[config.mk]
export PLATFORM = sky130hd
export DESIGN_NAME = board_position_ctrl
export DESIGN_NICKNAME = d
export VERILOG_FILES = /design/src/rtl/board_position_ctrl.sv
export SDC_FILE = /design/constraint.sdc
export NUM_CORES = 1
export LEC_CHECK = 0
export BUFFER_PORTS_ARGS = -buffer_cell sky130_fd_sc_hd__buf_2
export CAP_MARGIN = 30
export CORE_MARGIN = 2
export CORE_UTILIZATION = 55
export CTS_CLUSTER_SIZE = 25
export DETAILED_ROUTE_END_ITERATION = 7
export GPL_TIMING_DRIVEN = 0
export PLACE_DENSITY = 0.75
export SLEW_MARGIN = 20
export SYNTH_ARGS = -nofsm -noshare
export SYNTH_HDL_FRONTEND = slang
export SYNTH_SLANG_ARGS = --single-unit
[constraint.sdc]
create_clock -name clk -period 9.75 [get_ports clk]
set_clock_uncertainty 0.15 [all_clocks]
set_input_delay 1.95 -clock clk [delete_from_list [all_inputs] [get_ports clk]]
set_output_delay 1.95 -clock clk [all_outputs]
set_load 0.02 [all_outputs]
[src/rtl/board_position_ctrl.sv]
// Chicken-race board controller: player positions, tail counts, turn order and winner detection.
// Optional build macro TURN_TIMEOUT_EN forfeits a turn after TIMEOUT_CYC idle cycles in WAIT_FLIP.
module board_position_ctrl #(
  parameter int NUM_TILES   = 24,
  parameter int NUM_IMAGES  = 12,
  parameter int TIMEOUT_CYC = 1000
) (
  input  logic        clk,
  input  logic        rst,
  input  logic        start,
  input  logic [1:0]  N,
  input  logic        go_valid,
  input  logic        go,
  output logic [3:0]  position_data,
  output logic [4:0]  tile_info,
  output logic [1:0]  turn,
  output logic        next_turn,
  output logic [11:0] tails,
  output logic        W,
  output logic [1:0]  winner,
  output logic        busy
);

  if (NUM_TILES > 32 || NUM_TILES % 4 != 0 || NUM_IMAGES > 16 || TIMEOUT_CYC < 2) begin : g_bad_params
    $error("board_position_ctrl: unsupported parameter combination");
  end

  localparam int QUARTER = NUM_TILES / 4;

  typedef enum logic [2:0] {
    IDLE, SETUP, WAIT_FLIP, MOVE, CAPTURE, NEXT, WIN
  } state_t;

  state_t      state, state_nxt;
  logic [4:0]  pos      [4];
  logic [2:0]  tail_cnt [4];
  logic [1:0]  last_player;  // player count minus one, latched at start
  logic [4:0]  cur_pos;
  logic [4:0]  ahead;
  logic [2:0]  gain;
  logic [3:0]  victims;
  logic        win_now;
  logic        timeout;

  assign cur_pos       = pos[turn];
  assign ahead         = (cur_pos == 5'(NUM_TILES - 1)) ? 5'd0 : cur_pos + 5'd1;
  assign position_data = 4'(int'(ahead) % NUM_IMAGES);
  assign tile_info     = cur_pos;
  assign next_turn     = (state == NEXT);
  assign W             = (state == WIN);
  assign busy          = (state == MOVE) || (state == CAPTURE) || (state == NEXT);

  always_comb begin
    tails = '0;
    for (int i = 0; i < 4; i++) tails[3*i +: 3] = tail_cnt[i];
  end

  // Tails the current player would hold after sweeping everyone sharing its tile.
  always_comb begin
    // NOTE: every combinational output gets a default first so no path leaves it unassigned (no latch).
    gain    = tail_cnt[turn];
    victims = '0;
    for (int j = 0; j < 4; j++) begin
      if (2'(j) != turn && 2'(j) <= last_player && pos[j] == cur_pos) begin
        victims[j] = 1'b1;
        gain       = gain + tail_cnt[j];
      end
    end
  end

  assign win_now = (gain == ({1'b0, last_player} + 3'd1));

`ifdef TURN_TIMEOUT_EN
  localparam int CW = ($clog2(TIMEOUT_CYC) > 10) ? $clog2(TIMEOUT_CYC) : 10;
  logic [CW-1:0] wait_cnt;

  always_ff @(posedge clk) begin
    if (rst || state != WAIT_FLIP) wait_cnt <= '0;
    else                           wait_cnt <= wait_cnt + 1'b1;
  end

  assign timeout = (state == WAIT_FLIP) && (wait_cnt == CW'(TIMEOUT_CYC - 1));
`else
  assign timeout = 1'b0;
`endif

  always_comb begin
    state_nxt = state;
    case (state)
      IDLE:      if (start) state_nxt = SETUP;
      SETUP:     state_nxt = WAIT_FLIP;
      WAIT_FLIP: begin
        if (go_valid)     state_nxt = go ? MOVE : NEXT;
        else if (timeout) state_nxt = NEXT;
      end
      MOVE:      state_nxt = CAPTURE;
      CAPTURE:   state_nxt = win_now ? WIN : WAIT_FLIP;
      NEXT:      state_nxt = WAIT_FLIP;
      WIN:       if (start) state_nxt = SETUP;
      default:   state_nxt = IDLE;
    endcase
  end

  // NOTE: sequential state uses non-blocking assignments so every register sees pre-edge values.
  always_ff @(posedge clk) begin
    if (rst) begin
      state       <= IDLE;
      turn        <= '0;
      winner      <= '0;
      last_player <= '0;
      // NOTE: the position/tail arrays are tiny flop banks with a defined reset value, not RAM.
      for (int i = 0; i < 4; i++) begin
        pos[i]      <= '0;
        tail_cnt[i] <= '0;
      end
    end else begin
      state <= state_nxt;
      case (state)
        IDLE, WIN: if (start) last_player <= (N == 2'd0) ? 2'd1 : N;
        SETUP: begin
          turn <= '0;
          for (int i = 0; i < 4; i++) begin
            pos[i]      <= 5'(i * QUARTER);
            tail_cnt[i] <= (2'(i) <= last_player) ? 3'd1 : 3'd0;
          end
        end
        MOVE:    pos[turn] <= ahead;
        CAPTURE: begin
          for (int j = 0; j < 4; j++) begin
            if (victims[j]) tail_cnt[j] <= '0;
          end
          tail_cnt[turn] <= gain;
          if (win_now) winner <= turn;
        end
        NEXT:    turn <= (turn == last_player) ? 2'd0 : turn + 2'd1;
        default: ;
      endcase
    end
  end

endmodule
# Yosys cells after proc, flatten, opt, wreduce, memory -nomap -nowiden
# Memories as Yosys holds them, arrays and structs flattened. A register that Yosys moved wholly into a read port is not among the register bits.
# Index checks and enable logic that the tools add are counted.
# classes
order_cmp	4
div	1
mux	67
add_sub_neg	7
n_reduce_logical	20
bitwise_logic	12
n_eq_ne	18
# op_table
cell	count
$mux W3	16
$mux W1	36
$mod A6 B5 Y32 const B	1
$mux W5	6
$eq A5 B5 Y1	4
$pmux W3 S5	1
$mux W2	7
$add A3 B3 Y3	4
$or A1 B1 Y1	12
$eq A3 B3 Y1 const B	3
$logic_and A1 B1 Y1	8
$eq A3 B2 Y1 const B	2
$reduce_and A2 Y1	3
$add A5 B1 Y5 const B	1
$eq A5 B5 Y1 const B	1
$reduce_or A5 Y1	1
$le A1 B2 Y1 const A	2
$le A2 B2 Y1 const A	2
$ne A2 B2 Y1 const A	2
$pmux W2 S2	1
$reduce_bool A2 Y1	2
$reduce_or A2 Y1	2
$add A2 B1 Y3 const B	1
$eq A3 B1 Y1 const B	1
9 further kinds	10
# totals
out_inout_bits	28
mem_count	2
inputBits	7
regBits	9
ramBits	32
word_cells	135
# mem_list
memory	words	word_bits	rd	rd_ports_with_merged_regs	write_ports	line	text
pos	4	5	5	1	4	35	logic [4:0] pos [4];
tail_cnt	4	3	5	1	5	36	logic [2:0] tail_cnt [4];

# Depth between registers and ports, before layout
# depth
depth_word	13
mapped_depth	22
mapped_depth_nobuf	21

# Worst setup path before layout
# Ideal clock, no wire load.
# synth_timing
kind	register to register
from	reg (tool-made name)
to	reg winner[0]
path_buffers	3
setup_time_ps	72
setup_slack_ps	4081
period_less_slack_ps	5669
required_ps	9528
stages_incl_launch_ff	22
arrival_time_ps	5447
path_cell_list	dfxtp_1 -> buf_2 -> buf_2 -> clkbuf_1 -> mux4_2 -> ha_1 -> inv_1 -> fa_1 -> nand3b_1 -> nand2_1 -> fa_1 -> a2111oi_4 -> a31oi_1 -> fa_1 -> a21o_2 -> fa_1 -> xnor2_1 -> nor2_1 -> xnor2_1 -> xnor3_1 -> nor4_2 -> mux2i_1
# synth_lines
item	line	text
to (signal assigned)	133	if (win_now) winner <= turn;
to (decl)	20	output logic [1:0] winner,

==> summary.txt <==
Outcome
  • Result of the run: finished clean

Clock tree
  • CTS hold repair buffers: 0
  • Reg clk slew, reported paths: 0.09 ns
  • Clock Sinks: 43
  • H-tree depth: 2
  • CTS Buf Count: 5
  • CTS tree: built
  • Worst-Skew Late Latency: 0.30 ns
  • Setup Buffers After CTS: 0
  • Root buf cell: clkbuf_8
  • Post-CTS resize count: 0
  • Clock Path Buffers: 2

Logic synthesis
  • Synth Instances: 364
  • Post-synth ARST share: 0%
  • Register area share after synthesis: 34.1%
  • Synth Flop Type: edfxtp_1
  • Synth Cell Area: 3460 um^2
  • Most numerous cell in the Yosys netlist: nor2_1
  • Most frequent cells after synthesis: 39 x nor2_1, 32 x edfxtp_1, 31 x nand2_1, 28 x xor2_1, 23 x xnor2_1
  • Avg Inst Size Synth: 9.51 um^2
  • Syn Nets: 388
  • Number of synthesized flops with an enable pin: 32
  • Area share of the largest cell type after synthesis: 27.8%
  • Cell variety after synth: 61
  • FF+latch count, synth: 43
  • Synth Warn #: 0
  • Largest cells by area after synthesis: edfxtp_1 28%, xor2_1 7.1%, dfxtp_1 6.4%
  • Cell taking the most area after synthesis: edfxtp_1

Power
  • Worst vdd ir: 118 uV
  • P_leak: 1.53 nW
  • Power Dens Cells: 132 nW/um^2

Detailed routing
  • DRC: 0
  • 1st-iter DRT viols: 192
  • DR vias/cell: 6.02
  • Routed WL per cell: 17.5 um
  • Via Count: 2896
  • Post-Route WL: 8.41 mm
  • ANT nets after route: 0
  • 1st-pass router iterations: 5

Floorplanning
  • Die extent in x: 83.3 um
  • Die area: 6940 um^2
  • Initial core utilization: 57.8%
  • Core Region: 5990 um^2
  • Die height: 83.3 um
  • Cell row count: 28
  • # IOs: 35

Timing
  • Final setup vio count: 0
  • Max transition margin: 47.3%
  • Worst slew pin tran: 0.790 ns
  • Tmin final: 6.41 ns
  • Period Utilization, post-route: 65.8%
  • Final-report hold violation count: 0
  • Max Freq: 0.156 GHz
  • Final Max Tran Viols: 0
  • RSZ-0062 raised after global routing: no
  • Setup_tns: 0 ns

Worst setup path
  • Worst path cell trace: buf_2, buf_2, clkbuf_1, mux4_2, ha_1, inv_1, fa_1, nand3b_1, nand2_1, fa_1, a2111oi_4, a31oi_1, fa_1, a21o_2, fa_1, xnor2_1, nor2_1, xnor2_1, xnor3_1, nor4_2, mux2i_1
  • Critical path class: flip-flop to flip-flop
  • Delay-heaviest family, CP: adder cells
  • Endpoint type of the worst setup path: flip-flop
  • CP Max Fanout: 10
  • Crit-path slowest cell: fa_1
  • CP peak stage delay: 0.49 ns
  • Arrival @ worst endpoint: 6.50 ns
  • CP dominant cell by count: fa_1
  • Startpoint class of the critical path: flip-flop
  • WP data required: 9.84 ns
  • Critical path buffer and inverter count: 4

Cells and area
  • Core Util, Final: 64.1%
  • Area delta synth->final: 11.0%
  • Finished Cell Area: 3840 um^2
  • Filler cells: 491
  • Final net count: 429
  • Layout cells sized above 1: 17.0%
  • Ant diodes: 0

Placement
  • DP Wirelength: 6.42 mm
  • I/O Buffers: 34
  • DP Area: 3720 um^2
  • RD Place Congestion: 0.916

Global routing
  • Largest net degree at the start of global routing: 16
  • GRT overflow: 0
  • Total GRT Usage: 24.1%
  • Initial antenna violation count: 0
  • Vias in the first global route: 2734
  • First-pass GRT wire length: 13.4 mm

Run
  • MaxCap Viol Count: 0

Min path
  • HP Class: flip-flop to flip-flop
==> state kept, by name, summed over array words and instances, names as in the netlist, named ones only <==
name,count
last_player,2
state,3
pos,20
tail_cnt,12
turn,2
winner,2
==> tightest hold or removal path, stage by stage, from the launching register on <==
cell      delay, ns
dfxtp_1        0.32
nand2b_1       0.06
mux2i_1        0.06
==> routing by layer <==
metal	routed length, um	GRT usage (%)	vias up
li1	-	-	1375
met1	3740	32.9	1380
met2	3960	40.0	126
met3	562	3.68	15
met4	150	6.71	0
met5	0	0	-
==> cell usage in the layout (no fill, tap or decap), types with 4 or more instances in the layout <==
master    instances
a211o_1           4
a21oi_1          11
a31oi_1           5
buf_2            38
clkbuf_1         15
clkbuf_8          5
dfxtp_1          11
edfxtp_1         32
fa_1              4
ha_1             13
inv_1            17
mux2i_1          16
mux4_2            5
nand2_1          31
nand2b_1          8
nor2_1           39
nor3_1            5
o211ai_1          4
o21ai_0          20
or2_2             6
xnor2_1          23
xor2_1           28
==> path summary, 6_finish.rpt <==
check	startpoint	endpoint	slack, ns	cells past startpoint
setup / recovery	flip-flop	winner[1]	3.34	21
hold / removal	winner[1]	winner[1]	0.33	2
setup reg to reg	flip-flop	winner[1]	3.34	21
hold reg to reg	winner[1]	winner[1]	0.33	2
==> area by class of cell <==
class | count | area (um^2) | area share, %
Timing Repair Buffer | 34 | 170 | 4.43
Multi-Input combinational cell | 281 | 2110 | 55.0
Tap cell | 75 | 93.8 | 2.44
Sequential cell | 43 | 1180 | 30.8
Buffer | 23 | 103 | 2.67
Inverter | 17 | 63.8 | 1.66
Clock inverter | 3 | 46.3 | 1.21
Clock buffer | 5 | 68.8 | 1.79
==> through the flow <==
step,cells,setup WS (ns),total power [W],hold slack [ns]
after floorplan,364,4.08,0.000329,0.376
after global placement,473,3.44,0.000360,0.307
after detailed placement,473,3.37,0.000364,0.322
after CTS,481,3.34,0.000504,0.336
after global routing,481,3.02,0.000527,0.368
final,481,3.34,0.000506,0.333
==> where the power goes <==
part / internal (W) / leakage, nW / total, W / switching, W
Combinational: 0.0000546 / 1.05 / 0.000135 / 0.0000807
Clock: 0.0000772 / 0.0548 / 0.000144 / 0.0000671
Sequential: 0.000211 / 0.427 / 0.000227 / 0.0000159
Total: 0.000343 / 1.53 / 0.000506 / 0.000164
==> kinds of logic after synthesis <==
kind of cell	after synthesis	share of synthesized area (%)
simple gates	112	15.4
compound gates	77	16.1
xor+xnor	52	13.6
flops	43	34.1
buf+inv	40	4.81
mux	23	8.97
fa+ha+maj	17	7.01
(Power assumes the default switching activity.)
